## config.mk

```make
export PLATFORM = sky130hd
export DESIGN_NAME = bt_input_ctrl
export DESIGN_NICKNAME = d
export VERILOG_FILES = /design/src/rtl/bt_input_ctrl.sv
export SDC_FILE = /design/constraint.sdc
export NUM_CORES = 1
export LEC_CHECK = 0
export ABC_AREA = 1
export CORE_MARGIN = 2
export CORE_UTILIZATION = 30
export CTS_BUF_LIST = sky130_fd_sc_hd__clkbuf_4
export DETAILED_ROUTE_END_ITERATION = 7
export GPL_TIMING_DRIVEN = 0
export PLACE_DENSITY = 0.51
export RECOVER_POWER = 25
export REMOVE_ABC_BUFFERS = 1
export SYNTH_ARGS = -nofsm -noshare
export SYNTH_HDL_FRONTEND = slang
export SYNTH_SLANG_ARGS = --single-unit
```

## constraint.sdc

```tcl
create_clock -name clk_sys -period 8.42 [get_ports clk_sys]
set_input_delay 2.526 -clock clk_sys [delete_from_list [all_inputs] [get_ports clk_sys]]
set_output_delay 2.526 -clock clk_sys [all_outputs]
set_load 0.1 [all_outputs]
```

## src/rtl/bt_input_ctrl.sv

```systemverilog
// Player-input conditioning for the burger_time core: synchronise, merge and debounce
// both joystick words, shape coin pulses, and own the pause toggle and screen-dim timer.
module bt_input_ctrl #(
    parameter int unsigned DB_TICK    = 12000,
    parameter int unsigned DB_SAMPLES = 3,
    parameter int unsigned COIN_PULSE = 1200000,
    parameter int unsigned COIN_GAP   = 600000,
    parameter int unsigned DIM_CYC    = 120000000
) (
    input  logic        clk_sys,
    input  logic        reset,
    input  logic [15:0] joystick_0,
    input  logic [15:0] joystick_1,
    input  logic        osd_open,
    input  logic        osd_pause_en,
    input  logic        hs_access,
    output logic        right,
    output logic        left,
    output logic        down,
    output logic        up,
    output logic        fire,
    output logic        start1,
    output logic        start2,
    output logic        coin1,
    output logic        coin2,
    output logic        pause,
    output logic        dim_video
);

    localparam int unsigned NB = 10;
    localparam int unsigned TW = (DB_TICK > 1) ? $clog2(DB_TICK) : 1;
    localparam int unsigned CW = 21;
    localparam int unsigned DW = 27;

    typedef enum logic [1:0] {C_IDLE, C_PULSE, C_GAP} coin_st_e;

    logic [8:0]                     sync0_a_q, sync0_a_d, sync0_b_q, sync0_b_d;
    logic [8:0]                     sync1_a_q, sync1_a_d, sync1_b_q, sync1_b_d;
    logic [NB-1:0]                  raw_c;
    logic [TW-1:0]                  pre_q, pre_d;
    logic                           tick_q, tick_d;
    logic [NB-1:0][DB_SAMPLES-1:0]  hist_q, hist_d;
    logic [NB-1:0]                  db_q, db_d;
    logic [2:0]                     prev_q, prev_d, arm_q, arm_d, rise_c;
    coin_st_e                       st_q [2];
    coin_st_e                       st_d [2];
    logic [CW-1:0]                  cnt_q [2];
    logic [CW-1:0]                  cnt_d [2];
    logic                           tog_q, tog_d;
    logic [DW-1:0]                  dim_cnt_q, dim_cnt_d;
    logic [6:0]                     btn_q, btn_d;
    logic [1:0]                     coin_q, coin_d;
    logic                           pause_q, pause_d, dim_q, dim_d;
    logic                           unused_c;

    assign unused_c = ^{joystick_0[15:9], joystick_1[15:9]};

    // State register
    always_ff @(posedge clk_sys or posedge reset) begin
        if (reset) begin
            sync0_a_q <= '0; sync0_b_q <= '0; sync1_a_q <= '0; sync1_b_q <= '0;
            pre_q     <= '0; tick_q    <= 1'b0;
            hist_q    <= '0; db_q      <= '0;
            prev_q    <= '0; arm_q     <= '0;
            st_q      <= '{C_IDLE, C_IDLE};
            cnt_q     <= '{CW'(0), CW'(0)};
            tog_q     <= 1'b0; dim_cnt_q <= '0;
            btn_q     <= '0; coin_q <= '0; pause_q <= 1'b0; dim_q <= 1'b0;
        end else begin
            sync0_a_q <= sync0_a_d; sync0_b_q <= sync0_b_d;
            sync1_a_q <= sync1_a_d; sync1_b_q <= sync1_b_d;
            pre_q     <= pre_d;     tick_q    <= tick_d;
            hist_q    <= hist_d;    db_q      <= db_d;
            prev_q    <= prev_d;    arm_q     <= arm_d;
            st_q      <= st_d;      cnt_q     <= cnt_d;
            tog_q     <= tog_d;     dim_cnt_q <= dim_cnt_d;
            btn_q     <= btn_d;     coin_q    <= coin_d;
            pause_q   <= pause_d;   dim_q     <= dim_d;
        end
    end

    // Next-state: sync, prescale, debounce, edge detect, coin FSMs, toggle and dim timer
    always_comb begin
        sync0_a_d = joystick_0[8:0];
        sync0_b_d = sync0_a_q;
        sync1_a_d = joystick_1[8:0];
        sync1_b_d = sync1_a_q;
        raw_c = {sync1_b_q[7], sync0_b_q[7], sync0_b_q[8] | sync1_b_q[8],
                 sync0_b_q[6:0] | sync1_b_q[6:0]};

        tick_d = (pre_q == TW'(DB_TICK - 1));
        pre_d  = tick_d ? '0 : pre_q + TW'(1);

        hist_d = hist_q;
        db_d   = db_q;
        for (int i = 0; i < int'(NB); i++) begin
            if (tick_q) begin
                hist_d[i] = {hist_q[i][DB_SAMPLES-2:0], raw_c[i]};
                if (&hist_d[i])  db_d[i] = 1'b1;
                if (~|hist_d[i]) db_d[i] = 1'b0;
            end
        end

        // Edges only count once the raw bit was seen low, so a bit held through reset is ignored
        prev_d = db_q[9:7];
        arm_d  = arm_q | ({3{tick_q}} & ~raw_c[9:7]);
        rise_c = db_q[9:7] & ~prev_q & arm_q;

        for (int j = 0; j < 2; j++) begin
            st_d[j]  = st_q[j];
            cnt_d[j] = cnt_q[j];
            case (st_q[j])
                C_IDLE: if (rise_c[j+1]) begin
                    st_d[j]  = C_PULSE;
                    cnt_d[j] = '0;
                end
                C_PULSE: if (cnt_q[j] == CW'(COIN_PULSE - 1)) begin
                    st_d[j]  = C_GAP;
                    cnt_d[j] = '0;
                end else begin
                    cnt_d[j] = cnt_q[j] + CW'(1);
                end
                C_GAP: if (cnt_q[j] != CW'(COIN_GAP - 1)) begin
                    cnt_d[j] = cnt_q[j] + CW'(1);
                end else if (!db_q[8+j]) begin
                    st_d[j] = C_IDLE;
                end
                default: st_d[j] = C_IDLE;
            endcase
        end

        tog_d = tog_q ^ rise_c[0];
        if (!tog_q)                            dim_cnt_d = '0;
        else if (dim_cnt_q == DW'(DIM_CYC))    dim_cnt_d = dim_cnt_q;
        else                                   dim_cnt_d = dim_cnt_q + DW'(1);
    end

    // Output logic (registered in the state register block)
    always_comb begin
        btn_d     = db_q[6:0];
        coin_d[0] = (st_d[0] == C_PULSE);
        coin_d[1] = (st_d[1] == C_PULSE);
        pause_d   = hs_access | tog_q | (osd_open & osd_pause_en);
        dim_d     = tog_q & (dim_cnt_q == DW'(DIM_CYC));
    end

    assign {start2, start1, fire, up, down, left, right} = btn_q;
    assign coin1     = coin_q[0];
    assign coin2     = coin_q[1];
    assign pause     = pause_q;
    assign dim_video = dim_q;

endmodule

```

==> run summary <==
The synthesized netlist devotes 6.54% of its cell area to compound gates. Highest fanout seen on the critical path: 1. In the post-synthesis netlist, the cell with the most instances is sky130_fd_sc_hd__nand2_1.

The synthesized design spends more area on one cell type than any other, namely sky130_fd_sc_hd__dfrtp_1. Dividing the detail-routed via count by the number of cells gives 4.50. For the leakage power, the log shows 0.00443 µW. Measured along the x axis, the die boundary spans 175 µm. TritonCTS built the clock tree.

The per-instance average area after synthesis works out to 7.96 µm². The hold violation total from the final report is 0. The via count of the first global-routing pass came out at 6560.

In the synthesized netlist, mux cells make up 0% of the area. The critical path goes through clkdlybuf4s50_1. The share of post-route cells with drive strength above 1 works out to 6.89%. The placeable core area is 28700 µm². The tools report the unique cell type count in the Yosys netlist as 46. The overflow left after global routing is 0. Global routing used 12.9% of the available tracks. The effective utilization at floorplan is 30.5%, and the share of synthesized registers carrying an async set or reset is 100%. The logs give 4.43 ns for the worst slack at placement and 13.3 mm for the total half-perimeter wirelength after legalization and detailed placement. Critical path required time: 5.89 ns.

Start-to-end type of the worst setup path: reg2out. The worst IR drop on VDD is 0.0688 mV. Derived from the worst setup path, the maximum achievable clock frequency is 217 MHz.

The number of synthesized register bits came out at 172. The flow ran to the end, and the final reports show no timing, DRC or antenna violations. Summing the areas of all and, or, nand and nor instances in the mapped netlist gives 32.9% of the synthesized area. For this run, the number of Yosys warnings is 0.

The pre-antenna-repair detailed-routing pass consisted of 5 iterations. Dividing total power by cell area gives a power density of 138 nW/µm². The tool flagged a number of max-cap violations equal to 0.

At the pin with the least slew margin, the transition time is 1.01 ns. The largest single stage delay on the critical path is 1.15 ns. For the area of all sequential standard cells, the log shows 4300 µm².

In the post-synthesis netlist, the biggest area contributors are sky130_fd_sc_hd__dfrtp_1, sky130_fd_sc_hd__nand2_1, sky130_fd_sc_hd__nor2_1. The logs give 0 for the total of endpoints with negative setup slack in the final report and 17 for the CTS buffer count. The first global-routing pass estimated 32.3 mm of wire. The layout has 3074 filler cells. The wire length reported by the detailed router was 18.7 mm. Among cell families on the critical path, the largest total delay comes from buffers and inverters. After layout, the minimum clock period comes to 4.61 ns. The die outline height was 175 µm; the buffer count from post-CTS setup fixing was 0. After layout, the worst path uses 54.7% of the clock period. The number of placement rows was 62. Ranked by instance count, the synthesized netlist is headed by sky130_fd_sc_hd__nand2_1, sky130_fd_sc_hd__dfrtp_1, sky130_fd_sc_hd__nor2_1.

For the number of pins exceeding their max-slew limit in the final report, the log shows 0. The path class of the tightest hold or removal check is reg2reg. The routed wire length per instance came out at 12.2 µm. Entering global routing, the biggest net connects 125 pins. After clock tree synthesis, the clock-pin slew on the worst setup and hold paths is 0.18 ns. The type of element capturing the critical path is an output port. The startpoint identified for the worst hold timing path is sync0_a_q[4]$_DFF_PP0_.

The slowest stage of the critical path belongs to the cell sky130_fd_sc_hd__clkdlybuf4s50_1. The number of antenna violations at the first check in global routing is 1. The post-synthesis cell area came out at 8770 µm². Of the total synthesized cell area, the portion taken by XOR and XNOR cells is 2.00%.

Once the clock tree was built, the resizer swapped 0 gates to a different size. The clock skew was 0.0353 ns. The residual antenna-violating net count after detailed routing is 0. By area, the combinational part of the netlist is dominated by simple AND/OR/NAND/NOR gates. The synthesized netlist devotes 1.86% of its cell area to adder and majority cells. Number of buffer cells added on primary ports: 33.

The number of top-level design ports is 48. The share of synthesized area in the top cell type comes to 49.1%. The buffers plus inverters on the worst setup path was 1; the H-tree level count was 4. Tracing the worst setup path back leads to its startpoint at btn_q[5]$_DFF_PP0_.

At the later pin of the worst-skew pair, clock insertion delay measures 0.56 ns. After the last flow step, the layout net total stands at 1183. The number of enable-type register cells in the synthesized netlist was 0; the clock sink count was 172. Filler-free cell count of the finished design: 1531.

Area enclosed by the die boundary: 30600 µm². For this run, design rule violations remaining after detail routing come to 0. The longest clock path from root to sink contains 2 buffers. From synthesis to final layout, the design area changed by 10.6%. The sequential cell area fraction in the yosys report is 49.1%. Setup repair after global routing left no endpoint under its margin. Hold repair after CTS inserted 0 buffers. In this run the critical register-to-register path is launched from db_q[9]$_DFFE_PP0P_.

Detailed routing inserted a total of 6897 vias. In the post-route analysis, the smallest setup slack over all paths is 3.81 ns. In the synthesized netlist the dominant register cell turns out to be sky130_fd_sc_hd__dfrtp_1. In this run, the number of DRC markers left after iteration 0 of detailed routing was 407. In the final timing run, aggregate negative setup slack is 0 ns. Once placement completed, the tool counted placed cells totaling 1498.

The congestion estimate from routability-driven global placement came to 0.890. The logs give 3740 µm² for the area occupied by multi-input gates and 1101 for the post-synthesis cell count. At the worst endpoint, the arrival time is 2.08 ns. The worst slew margin relative to its limit came out at 32.3%. The total power consumption of the routed design was 1340 µW. The worst setup path is launched from a flop.

The master cell of the clock root buffer is sky130_fd_sc_hd__clkbuf_4.
[final timing paths]
path | slack [ns] | to | cells after the start
max in group asynchronous | 5.15 | sync1_a_q[0]$_DFF_PP0_ | 3
min in group asynchronous | 2.34 | dim_video$_DFF_PP0_ | 2
min | 0.37 | sync0_b_q[4]$_DFF_PP0_ | 0
max | 3.81 | start1 | 1
min reg2reg | 0.37 | sync0_b_q[4]$_DFF_PP0_ | 0
max reg2reg | 5.02 | cnt_q[6]$_DFFE_PP0P_ | 8
[where the power goes]
group	internal, µW	switching [µW]
registers	835	2.00
logic	12.3	21.0
clock network	134	332
[logic make-up (layout without fill, tap and decap cells)]
| logic type | Yosys count | count (layout) |
|---|---|---|
| buf+inv | 161 | 206 |
| fa+ha+maj | 13 | 13 |
| flops | 172 | 172 |
| other cells | 0 | 1 |
| simple gates | 633 | 633 |
| xor+xnor | 20 | 20 |
| compound gates | 102 | 102 |
[metal layers]
layer / wire length [µm] / track usage (%) / up-vias
li1: - / - / 3601
met1: 9660 / 19.1 / 3168
met2: 8150 / 19.4 / 114
met3: 683 / 1.91 / 14
met4: 209 / 3.75 / 0
met5: 0 / 0 / -
[metrics by stage]
| stage | hold WS [ns] | utilization, % | instance area (µm²) |
|---|---|---|---|
| 6_report | 0.367 | 33.8 | 9700 |
| 5_1_grt | 0.373 | 33.8 | 9700 |
| 4_1_cts | 0.369 | 34.0 | 9760 |
| 3_5_place_dp | 0.335 | 33.0 | 9480 |
| 3_3_place_gp | 0.332 | 32.9 | 9440 |
| 2_1_floorplan | 0.331 | - | 8630 |
[cells in the final DEF (no fill, tap or decap), types with 2 or more instances in the layout]
cell and n:
sky130_fd_sc_hd__inv_1 131, sky130_fd_sc_hd__nand3b_1 2, sky130_fd_sc_hd__inv_8 3, sky130_fd_sc_hd__o21a_1 3, sky130_fd_sc_hd__nor2_1 159, sky130_fd_sc_hd__nand3_1 98
sky130_fd_sc_hd__xor2_1 17, sky130_fd_sc_hd__nand4_1 25, sky130_fd_sc_hd__nand3_2 8, sky130_fd_sc_hd__dfrtp_1 172, sky130_fd_sc_hd__nor2_4 5, sky130_fd_sc_hd__a21oi_1 39
sky130_fd_sc_hd__o21ai_1 2, sky130_fd_sc_hd__nor4_1 14, sky130_fd_sc_hd__nor2_2 4, sky130_fd_sc_hd__o21bai_1 7, sky130_fd_sc_hd__clkinv_4 2, sky130_fd_sc_hd__nor3_1 31
sky130_fd_sc_hd__nand2_2 4, sky130_fd_sc_hd__clkinv_2 2, sky130_fd_sc_hd__or2_2 10, sky130_fd_sc_hd__clkinv_8 3, sky130_fd_sc_hd__clkbuf_4 17, sky130_fd_sc_hd__nand4_4 2
sky130_fd_sc_hd__o21ai_0 39, sky130_fd_sc_hd__nand2_1 268, sky130_fd_sc_hd__clkdlybuf4s50_1 33, sky130_fd_sc_hd__inv_6 6, sky130_fd_sc_hd__xnor2_1 3, sky130_fd_sc_hd__ha_1 13
sky130_fd_sc_hd__o31ai_1 2, sky130_fd_sc_hd__inv_2 4, sky130_fd_sc_hd__clkinv_1 2, sky130_fd_sc_hd__o21ai_2 4
[sequential cells by signal, indices dropped and copies added (netlist names), 9 cells and up]
signal and cells:
sync0_b_q 9, pre_q 14, sync1_a_q 9, hist_q 20
dim_cnt_q 27, sync0_a_q 9, cnt_q 42, db_q 10
sync1_b_q 9
[layout make-up]
class	count	area share, %
well taps	384	4.95
repair buffers	34	3.69
multi-input cells	768	38.5
flip-flops and latches	172	44.4
inverters	140	5.53
clock inverters	15	1.56
diodes	1	0.0258
clock buffers	17	1.32
Power figures use the tool's default switching activity.
